**src/rtl/fetch_align_ctrl.sv**
```systemverilog
// Word-fetch sequencer + halfword realigner feeding RVC expander/decode; FETCH_ALIGN_RVC_EN enables 16/32-bit realignment.
// Latency: instr_valid earliest one cycle after fetch_rsp_valid; fetch_req_valid first asserts one cycle after reset release.
// Backpressure: instr_ready low holds the head stable; fetch requests stall while fewer than 2 buffer entries are free.
module fetch_align_ctrl #(
    parameter logic [31:0] RESET_PC = 32'h0000_0000,
    parameter int          HW_DEPTH = 4
) (
    input  logic        clk,
    input  logic        rst_n,
    input  logic        redirect_valid,
    input  logic [31:0] redirect_pc,
    output logic        fetch_req_valid,
    input  logic        fetch_req_ready,
    output logic [31:0] fetch_req_addr,
    input  logic        fetch_rsp_valid,
    input  logic [31:0] fetch_rsp_data,
    output logic        instr_valid,
    input  logic        instr_ready,
    output logic [31:0] instr_raw,
    output logic        instr_compressed,
    output logic [31:0] instr_pc
);

    localparam int             PW      = $clog2(HW_DEPTH);
    localparam int             CW      = PW + 1;
    localparam logic [CW-1:0]  DEPTH_C = CW'(HW_DEPTH);
    localparam logic [CW-1:0]  ONE_C   = CW'(1);
    localparam logic [CW-1:0]  TWO_C   = CW'(2);

    typedef enum logic [1:0] {
        F_IDLE,
        F_PEND,
        F_DROP
    } fstate_t;

    fstate_t        state_q, state_d;
    logic           run_q, run_d;
    logic [31:0]    fetch_pc_q, fetch_pc_d;
    logic [31:0]    pc_q, pc_d;
    logic           skip_lo_q, skip_lo_d;
    logic [15:0]    buf_q [HW_DEPTH];
    logic [15:0]    buf_d [HW_DEPTH];
    logic [PW-1:0]  wr_ptr_q, wr_ptr_d;
    logic [PW-1:0]  rd_ptr_q, rd_ptr_d;
    logic [CW-1:0]  count_q, count_d;

    logic [15:0]    hd0, hd1;
    logic           head_c;
    logic           head_avail;
    logic           pop;
    logic [CW-1:0]  pop_n;
    logic [CW-1:0]  push_n;
    logic [CW-1:0]  free_n;
    logic           req_fire;
    logic           rsp_keep;
    logic [31:0]    redir_pc;

    // Head decode: classify the oldest halfword and present the assembled instruction.
    always_comb begin
        hd0        = buf_q[rd_ptr_q];
        hd1        = buf_q[rd_ptr_q + PW'(1)];
`ifdef FETCH_ALIGN_RVC_EN
        head_c     = (hd0[1:0] != 2'b11);
`else
        head_c     = 1'b0;
`endif
        head_avail = head_c ? (count_q >= ONE_C) : (count_q >= TWO_C);
        // Redirect voids any handshake in the same cycle.
        instr_valid      = head_avail && !redirect_valid;
        instr_compressed = head_avail && head_c;
        instr_raw        = 32'h0;
        if (head_avail) begin
            instr_raw = head_c ? {16'h0000, hd0} : {hd1, hd0};
        end
        instr_pc = pc_q;
        pop      = instr_valid && instr_ready;
        pop_n    = '0;
        if (pop) begin
            pop_n = head_c ? ONE_C : TWO_C;
        end
    end

    // Fetch FSM, buffer write/pointer update and redirect flush.
    always_comb begin
        state_d    = state_q;
        run_d      = 1'b1;
        fetch_pc_d = fetch_pc_q;
        pc_d       = pc_q;
        skip_lo_d  = skip_lo_q;
        buf_d      = buf_q;
        wr_ptr_d   = wr_ptr_q;
        rd_ptr_d   = rd_ptr_q;
        count_d    = count_q;
        push_n     = '0;

`ifdef FETCH_ALIGN_RVC_EN
        redir_pc = redirect_pc & 32'hFFFF_FFFE;
`else
        redir_pc = redirect_pc & 32'hFFFF_FFFC;
`endif

        free_n          = DEPTH_C - count_q;
        fetch_req_addr  = fetch_pc_q & 32'hFFFF_FFFC;
        fetch_req_valid = run_q && (state_q == F_IDLE) && (free_n >= TWO_C) && !redirect_valid;
        req_fire        = fetch_req_valid && fetch_req_ready;
        // Responses only count while a request is outstanding; stray ones after reset fall on F_IDLE.
        rsp_keep        = (state_q == F_PEND) && fetch_rsp_valid && !redirect_valid;

        case (state_q)
            F_IDLE: begin
                if (req_fire) begin
                    state_d    = F_PEND;
                    fetch_pc_d = fetch_req_addr + 32'd4;
                end
            end
            F_PEND: begin
                if (fetch_rsp_valid) begin
                    state_d = F_IDLE;
                end else if (redirect_valid) begin
                    state_d = F_DROP;
                end
            end
            F_DROP: begin
                if (fetch_rsp_valid) begin
                    state_d = F_IDLE;
                end
            end
            default: state_d = F_IDLE;
        endcase

        if (rsp_keep) begin
            skip_lo_d = 1'b0;
            if (skip_lo_q) begin
                // Misaligned entry point: only the upper halfword belongs to the stream.
                buf_d[wr_ptr_q] = fetch_rsp_data[31:16];
                wr_ptr_d        = wr_ptr_q + PW'(1);
                push_n          = ONE_C;
            end else begin
                buf_d[wr_ptr_q]          = fetch_rsp_data[15:0];
                buf_d[wr_ptr_q + PW'(1)] = fetch_rsp_data[31:16];
                wr_ptr_d                 = wr_ptr_q + PW'(2);
                push_n                   = TWO_C;
            end
        end

        rd_ptr_d = rd_ptr_q + pop_n[PW-1:0];
        count_d  = count_q + push_n - pop_n;
        if (pop) begin
            pc_d = pc_q + (head_c ? 32'd2 : 32'd4);
        end

        if (redirect_valid) begin
            wr_ptr_d   = '0;
            rd_ptr_d   = '0;
            count_d    = '0;
            pc_d       = redir_pc;
            fetch_pc_d = redir_pc;
            skip_lo_d  = redir_pc[1];
        end
    end

    // State register with asynchronous active-low reset.
    always_ff @(posedge clk or negedge rst_n) begin
        if (!rst_n) begin
            state_q    <= F_IDLE;
            run_q      <= 1'b0;
            fetch_pc_q <= RESET_PC;
            pc_q       <= RESET_PC;
            skip_lo_q  <= RESET_PC[1];
            wr_ptr_q   <= '0;
            rd_ptr_q   <= '0;
            count_q    <= '0;
            for (int i = 0; i < HW_DEPTH; i++) begin
                buf_q[i] <= '0;
            end
        end else begin
            state_q    <= state_d;
            run_q      <= run_d;
            fetch_pc_q <= fetch_pc_d;
            pc_q       <= pc_d;
            skip_lo_q  <= skip_lo_d;
            wr_ptr_q   <= wr_ptr_d;
            rd_ptr_q   <= rd_ptr_d;
            count_q    <= count_d;
            buf_q      <= buf_d;
        end
    end

endmodule

```
**config.mk**
```make
export PLATFORM = sky130hd
export DESIGN_NAME = fetch_align_ctrl
export DESIGN_NICKNAME = d
export VERILOG_FILES = /design/src/rtl/fetch_align_ctrl.sv
export SDC_FILE = /design/constraint.sdc
export NUM_CORES = 1
export LEC_CHECK = 0
export CAP_MARGIN = 0
export CORE_MARGIN = 2
export CORE_UTILIZATION = 39
export CTS_BUF_LIST = sky130_fd_sc_hd__clkbuf_16
export CTS_CLUSTER_DIAMETER = 150
export DETAILED_ROUTE_END_ITERATION = 10
export PLACE_DENSITY = 0.71
export SYNTH_ARGS = -nofsm -noshare
export SYNTH_HDL_FRONTEND = slang
export SYNTH_SLANG_ARGS = --single-unit
```
**constraint.sdc**
```tcl
create_clock -name clk -period 2.5 [get_ports clk]
set_input_delay 0.625 -clock clk [delete_from_list [all_inputs] [get_ports clk]]
set_output_delay 0.625 -clock clk [all_outputs]
set_load 0.01 [all_outputs]
```
==> results_dict.tcl, run 1 <==
set metrics [dict create \
    ys.warnings.count 0 \
    synthFlopType "dfrtp_1" \
    hold_viol 0 \
    synthTopCellsByArea "dfrtp_1, mux2_2, mux2i_1, xor2_1, nor2_1" \
    ant_nets 0 \
    async_flop_share_pct 100 \
    core_area_um2 16600 \
    clk_pin_slew_worst_paths_ps 60 \
    vdd.ir_drop.worst_v 0.000624 \
    cp_top_family "buffers and inverters" \
    grt_pass1_wl_mm 29.1 \
    hpwl_mm 13.3 \
    worst_slew_pin_slew_ps 594 \
    timing.setup.tns_ps 0 \
    initial_utilization_pct 40.0 \
    ys_seq_area_share_pct 49.3 \
    gp_congestion 0.856 \
    wl_mm 18.4 \
    hp-class "in -> async" \
    yosys-top-cells-count "dfrtp_1, mux2_2, nor2_1" \
    post-route-period-util_pct 96.4 \
    grt_max_degree 50 \
    leakagePower_nw 4.03 \
    die_x_um 135 \
    die_area_um2 18100 \
    cp_slowest_cell "clkdlybuf4s50_1" \
    status "finished clean" \
    drc 0 \
    critical-path-max-stage-delay_ps 440 \
    wl_per_cell_um 17.8 \
    max_cap_viol_count 0 \
    synthToLayoutAreaGrowth_pct 39.6 \
    period_needed_ps 2410 \
    start_kind "primary input" \
    r2r_start "fetch_pc_q[12]$_DFFE_PN0P_" \
    tritoncts "yes" \
    finalMaxSlewViolations 0 \
    max-clock-path-buffers 2 \
    cp-end-kind "output pin" \
    synth_most_common_cell "dfrtp_1" \
    max_clock_freq_ghz 0.415 \
    antenna_found_initial 0 \
    via_count 5525 \
    firstDrtPassIters 5 \
    clock_sinks 131 \
    reg2reg_slack_ps 290 \
    r2r_cells 4 \
    synthCells 617 \
    finalSetupViolCount 0 \
    criticalPathCategory "in -> out" \
    nets 875 \
    synth.avg_cell_area_um2 10.8 \
    relSlewSlack_pct 60.0 \
    hold_slack_ps 201 \
    cts_buffers 17 \
    setup_slack_ps 89.2 \
    required_ps 1880 \
    synth_top_area_cell "dfrtp_1" \
    grt_pass1_vias 5578 \
    fillers 1390 \
    n_antenna_cell 0 \
    cp_max_fo 2 \
    holdBufCountCts 0 \
    first_iter_violations 342 \
    worstSkewPairLatency_ps 420 \
    grtUsageTotal_pct 20.7 \
    ys_seq_elements 131 \
    syn-cell-area_um2 6660 \
    cp.buffers_inverters 2 \
    arrival_ps 1790 \
    rows 47 \
    synth_edf_count 0 \
    preCtsSetupSlack_ps -222 \
    die_h_um 135 \
    synth_top_cell_area_share_pct 49.3 \
    powerDensity_nw_per_um2 800 \
    drive_gt1_share_pct 18.7 \
    yosys.cell_types.count 49 \
    portBuffers 161 \
    overflow 0 \
    crit_chain "clkdlybuf4s50_1 -> nor2_1 -> nor4bb_1 -> dlygate4sd2_1" \
    rsz0062_at_grt "no" \
    io_pins 169 \
    htreeDepth 4 \
    skew_ps 8.26 \
    viasPerCell 5.35 \
    worstReg2RegEnd "fetch_pc_q[22]$_DFFE_PN0P_" \
    cts-root-buf "clkbuf_16" \
]
## sequential cells by signal, indices dropped and copies added (netlist names)
| register | cells |
|---|---|
| count_q | 2 |
| instr_pc | 30 |
| rd_ptr_q | 1 |
| wr_ptr_q | 1 |
| state_q | 2 |
| fetch_pc_q | 30 |
| run_q | 1 |
| buf_q | 64 |
## what timing repair did
| action | in CTS | in global routing |
|---|---|---|
| setup endpoints to repair | 34 | 10 |
| resized for setup | 28 | 11 |
| buffers inserted | 1 | 0 |
| endpoints found under the hold margin | 0 | 0 |
## power breakdown
part           switching, mW  total (mW)  leakage [nW]  internal (mW)
Sequential             0.332        2.89          1.64           2.55
Combinational           1.01        2.19          2.14           1.18
Clock                  0.988        2.36         0.260           1.37
## per-layer routing
layer	share of wire [%]	up-vias	global-route usage [%]
met5	0	-	0
li1	-	2567	-
met1	41	2721	26.6
met2	50	206	33.8
met3	6.5	31	5.07
met4	2.4	0	7.78
## kinds of logic after synthesis
kind of cell | synth area share, %
and+or+nand+nor | 16.9
DFF | 49.3
muxes | 17.7
AOI/OAI and AO/OA | 6.30
buffers and inverters | 3.08
xor gates and xnor gates | 5.66
adders and majority gates | 1.05
other | 0.113
## layout make-up
cell class              count  area, um^2  area share (%)
well taps                 220         275            2.96
flip-flops and latches    131        3280            35.3
inverters                  15        56.3           0.606
clock buffers              17         425            4.58
clock inverters            15         136            1.47
repair buffers            193        1910            20.6
multi-input cells         442        3200            34.5
## metrics by stage
stage / instances / cell area, um^2 / total power [mW] / utilization (%)
finish: 1033 / 9290 / 7.43 / 55.8
global route: 1033 / 9290 / 7.81 / 55.8
CTS: 1033 / 9260 / 7.52 / 55.6
detailed placement: 1000 / 8700 / 5.19 / 52.3
global placement: 1000 / 8700 / 5.09 / 52.3
floorplan: 621 / 6670 / 4.04 / -
## layout by cell type, fill, tap and decap left out, types with 4 or more instances in the layout
cell | netlist | layout
dfrtp_1 | 131 | 130
clkdlybuf4s50_1 | 0 | 126
mux2_2 | 75 | 75
nor2_1 | 51 | 50
nand2_1 | 43 | 43
mux2i_1 | 33 | 33
nand3_1 | 32 | 32
buf_4 | 5 | 27
nand4_1 | 24 | 24
dlygate4sd2_1 | 0 | 24
xor2_1 | 22 | 22
xnor2_1 | 21 | 21
o21ai_0 | 18 | 18
clkbuf_16 | 0 | 17
inv_1 | 14 | 14
nor3_1 | 13 | 13
o211ai_1 | 13 | 13
a21oi_1 | 10 | 10
dlymetal6s2s_1 | 0 | 10
a21boi_0 | 8 | 8
and4_1 | 6 | 6
nor4_1 | 6 | 6
conb_1 | 2 | 6
clkinvlp_4 | 0 | 6
and3_1 | 5 | 5
nand2b_1 | 5 | 5
or4_1 | 5 | 5
or3_1 | 5 | 5
buf_12 | 0 | 5
nor2b_1 | 4 | 4
and2_1 | 4 | 4
o31a_1 | 4 | 4
## how the worst max path moves through the flow
stage	start	to	slack (ps)	cells after the start
after detailed placement	redirect_valid	fetch_req_valid	-220	4
final	redirect_valid	fetch_req_valid	90	4
after floorplan	redirect_valid	count_q[2]$_DFF_PN0_	210	8
after global routing	redirect_valid	fetch_req_valid	4	4
after CTS	count_q[2]$_DFF_PN0_	instr_raw[17]	8	5
after global placement	redirect_valid	fetch_req_valid	-310	4
## worst register-to-register path: cells and delay by family, from the launching register on
kind | cells | cell delay (ps)
AO/OA/AOI/OAI | 1 | 230
AND/OR/NAND/NOR | 3 | 1390
flip-flops | 1 | 480
Power figures use the tool's default switching activity.
==> inputs of run 2 (changes only) <==
Settings changed: CORE_MARGIN 2 to unset.
==> results_dict.tcl, run 2 (same netlist as run 1, synthesis figures left out) <==
set metrics [dict create \
    clk_pin_slew_worst_paths_ps 60 \
    most-common-layout-cells "dfrtp_1, clkdlybuf4s50_1, mux2_2" \
    critical-path-max-stage-delay_ps 540 \
    hold_viol 0 \
    powerDensity_nw_per_um2 822 \
    period_needed_ps 2450 \
    wl_mm 18.6 \
    cp_slowest_cell "clkdlybuf4s50_1" \
    r2r_cells 4 \
    max_clock_freq_ghz 0.408 \
    relSlewSlack_pct 64.1 \
    tritoncts "yes" \
    htreeDepth 4 \
    start_kind "register" \
    core_area_um2 16600 \
    gp_congestion 0.850 \
    criticalPathCategory "reg -> out" \
    portBuffers 161 \
    rsz0062_at_grt "no" \
    finalNonFillerCells 1037 \
    worstSkewPairLatency_ps 420 \
    cts-root-buf "clkbuf_16" \
    rows 47 \
    arrival_ps 1820 \
    crit_chain "inv_1 -> ha_4 -> buf_12 -> nor2_1 -> clkdlybuf4s50_1" \
    largest_reg_flops 64 \
    grtUsageTotal_pct 21.6 \
    drc 0 \
    skew_ps 7.06 \
    fillers 1383 \
    drive_gt1_share_pct 19.1 \
    die_area_um2 17600 \
    regArea_um2 3280 \
    cp_max_fo 21 \
    clock_sinks 131 \
    cp.depth 5 \
    worst_slew_pin_slew_ps 539 \
    synthToLayoutAreaGrowth_pct 41.6 \
    via_count 5535 \
    n_antenna_cell 0 \
    io_pins 169 \
    first_iter_violations 351 \
    post-route-period-util_pct 97.9 \
    cts_buffers 17 \
    cp_top_family "buffers and inverters" \
    regMostFlops "buf_q" \
    finalSetupViolCount 0 \
    initial_utilization_pct 40.0 \
    leakagePower_nw 4.17 \
    viasPerCell 5.34 \
    grt_pass1_wl_mm 29.6 \
    grt_max_degree 46 \
    status "finished clean" \
    firstDrtPassIters 6 \
    finalMaxSlewViolations 0 \
    holdBufCountCts 0 \
    ant_nets 0 \
    antenna_found_initial 0 \
    multiInputGateArea_um2 3210 \
    vdd.ir_drop.worst_v 0.000586 \
    max_cap_viol_count 0 \
    layout_commonest_cell "dfrtp_1" \
    hpwl_mm 13.3 \
    cp-end-kind "output pin" \
    hp-class "in -> async" \
    overflow 0 \
    max-clock-path-buffers 2 \
    wl_per_cell_um 17.9 \
    required_ps 1880 \
    die_h_um 133 \
    power_mw 7.75 \
    nets 879 \
    placed_cells 1001 \
    grt_pass1_vias 5735 \
    die_x_um 133 \
    cp.buffers_inverters 3 \
]
==> run 2: changes by cell type in the layout (fill, tap and decap cells not counted), moves of 2 or more <==
cell	change
buf_4	+3
bufinv_16	+3
clkdlybuf4s50_1	+3
clkinv_1	+3
clkinv_4	-2
clkinvlp_4	-2
dlygate4sd2_1	-11
dlymetal6s2s_1	+7
inv_6	-2
==> run 2: worst paths after layout <==
check	startpoint	to	slack (ps)
max	count_q[2]$_DFF_PN0_	instr_raw[2]	50
min	rst_n	buf_q[22]$_DFFE_PN0P_	180
max reg2reg	fetch_pc_q[12]$_DFFE_PN0P_	fetch_pc_q[22]$_DFFE_PN0P_	290
min reg2reg	buf_q[14]$_DFFE_PN0P_	buf_q[14]$_DFFE_PN0P_	500
max in group asynchronous	rst_n	fetch_pc_q[5]$_DFFE_PN0P_	1660
min in group clk	buf_q[14]$_DFFE_PN0P_	buf_q[14]$_DFFE_PN0P_	500
==> run 2: worst reg2reg max path, cell delays in order, from the launching register on <==
cell and delay, ps:
dfrtp_1 490, nand4_1 190, or4_1 660, or4_4 540, a31o_1 230
==> run 2: layer usage <==
layer,routed length [um],part of all wire (%),global-route usage (%)
met5,0,0,0
met4,476,2.6,8.56
met3,1120,6.0,5.75
met2,9260,50,35.9
met1,7720,42,26.8
==> run 2: power breakdown <==
part	switching [mW]	internal, mW
combinational	1.02	1.24
clock	0.938	1.66
sequential	0.338	2.56
total	2.30	5.46
==> run 2: area by class of cell <==
class / instances / share of cell area (%)
clock buffers: 17 / 4.51
clock inverters: 15 / 2.00
inverters: 15 / 0.597
multi-input cells: 442 / 34.0
flip-flops and latches: 131 / 34.8
well taps: 220 / 2.92
repair buffers: 197 / 21.1
==> run 2: timing repair <==
action                     4_1_cts  5_1_grt
setup buffers                    1        2
setup endpoints to repair       34       19
gates resized for setup         18       19
gates cloned                     0        1
hold endpoints to repair         0        0
==> run 2: metrics by stage <==
step / area, um^2 / setup WS [ps] / util (%) / hold WS, ps / TNS (ps)
finish: 9430 / 52.0 / 56.6 / 183 / 0
global route: 9430 / 1.44 / 56.6 / 214 / 0
CTS: 9350 / -13.4 / 56.2 / 193 / -20.9
detailed placement: 8720 / -355 / 52.4 / 493 / -3250
global placement: 8720 / -393 / 52.4 / 486 / -1970
floorplan: 6670 / 208 / - / 329 / 0
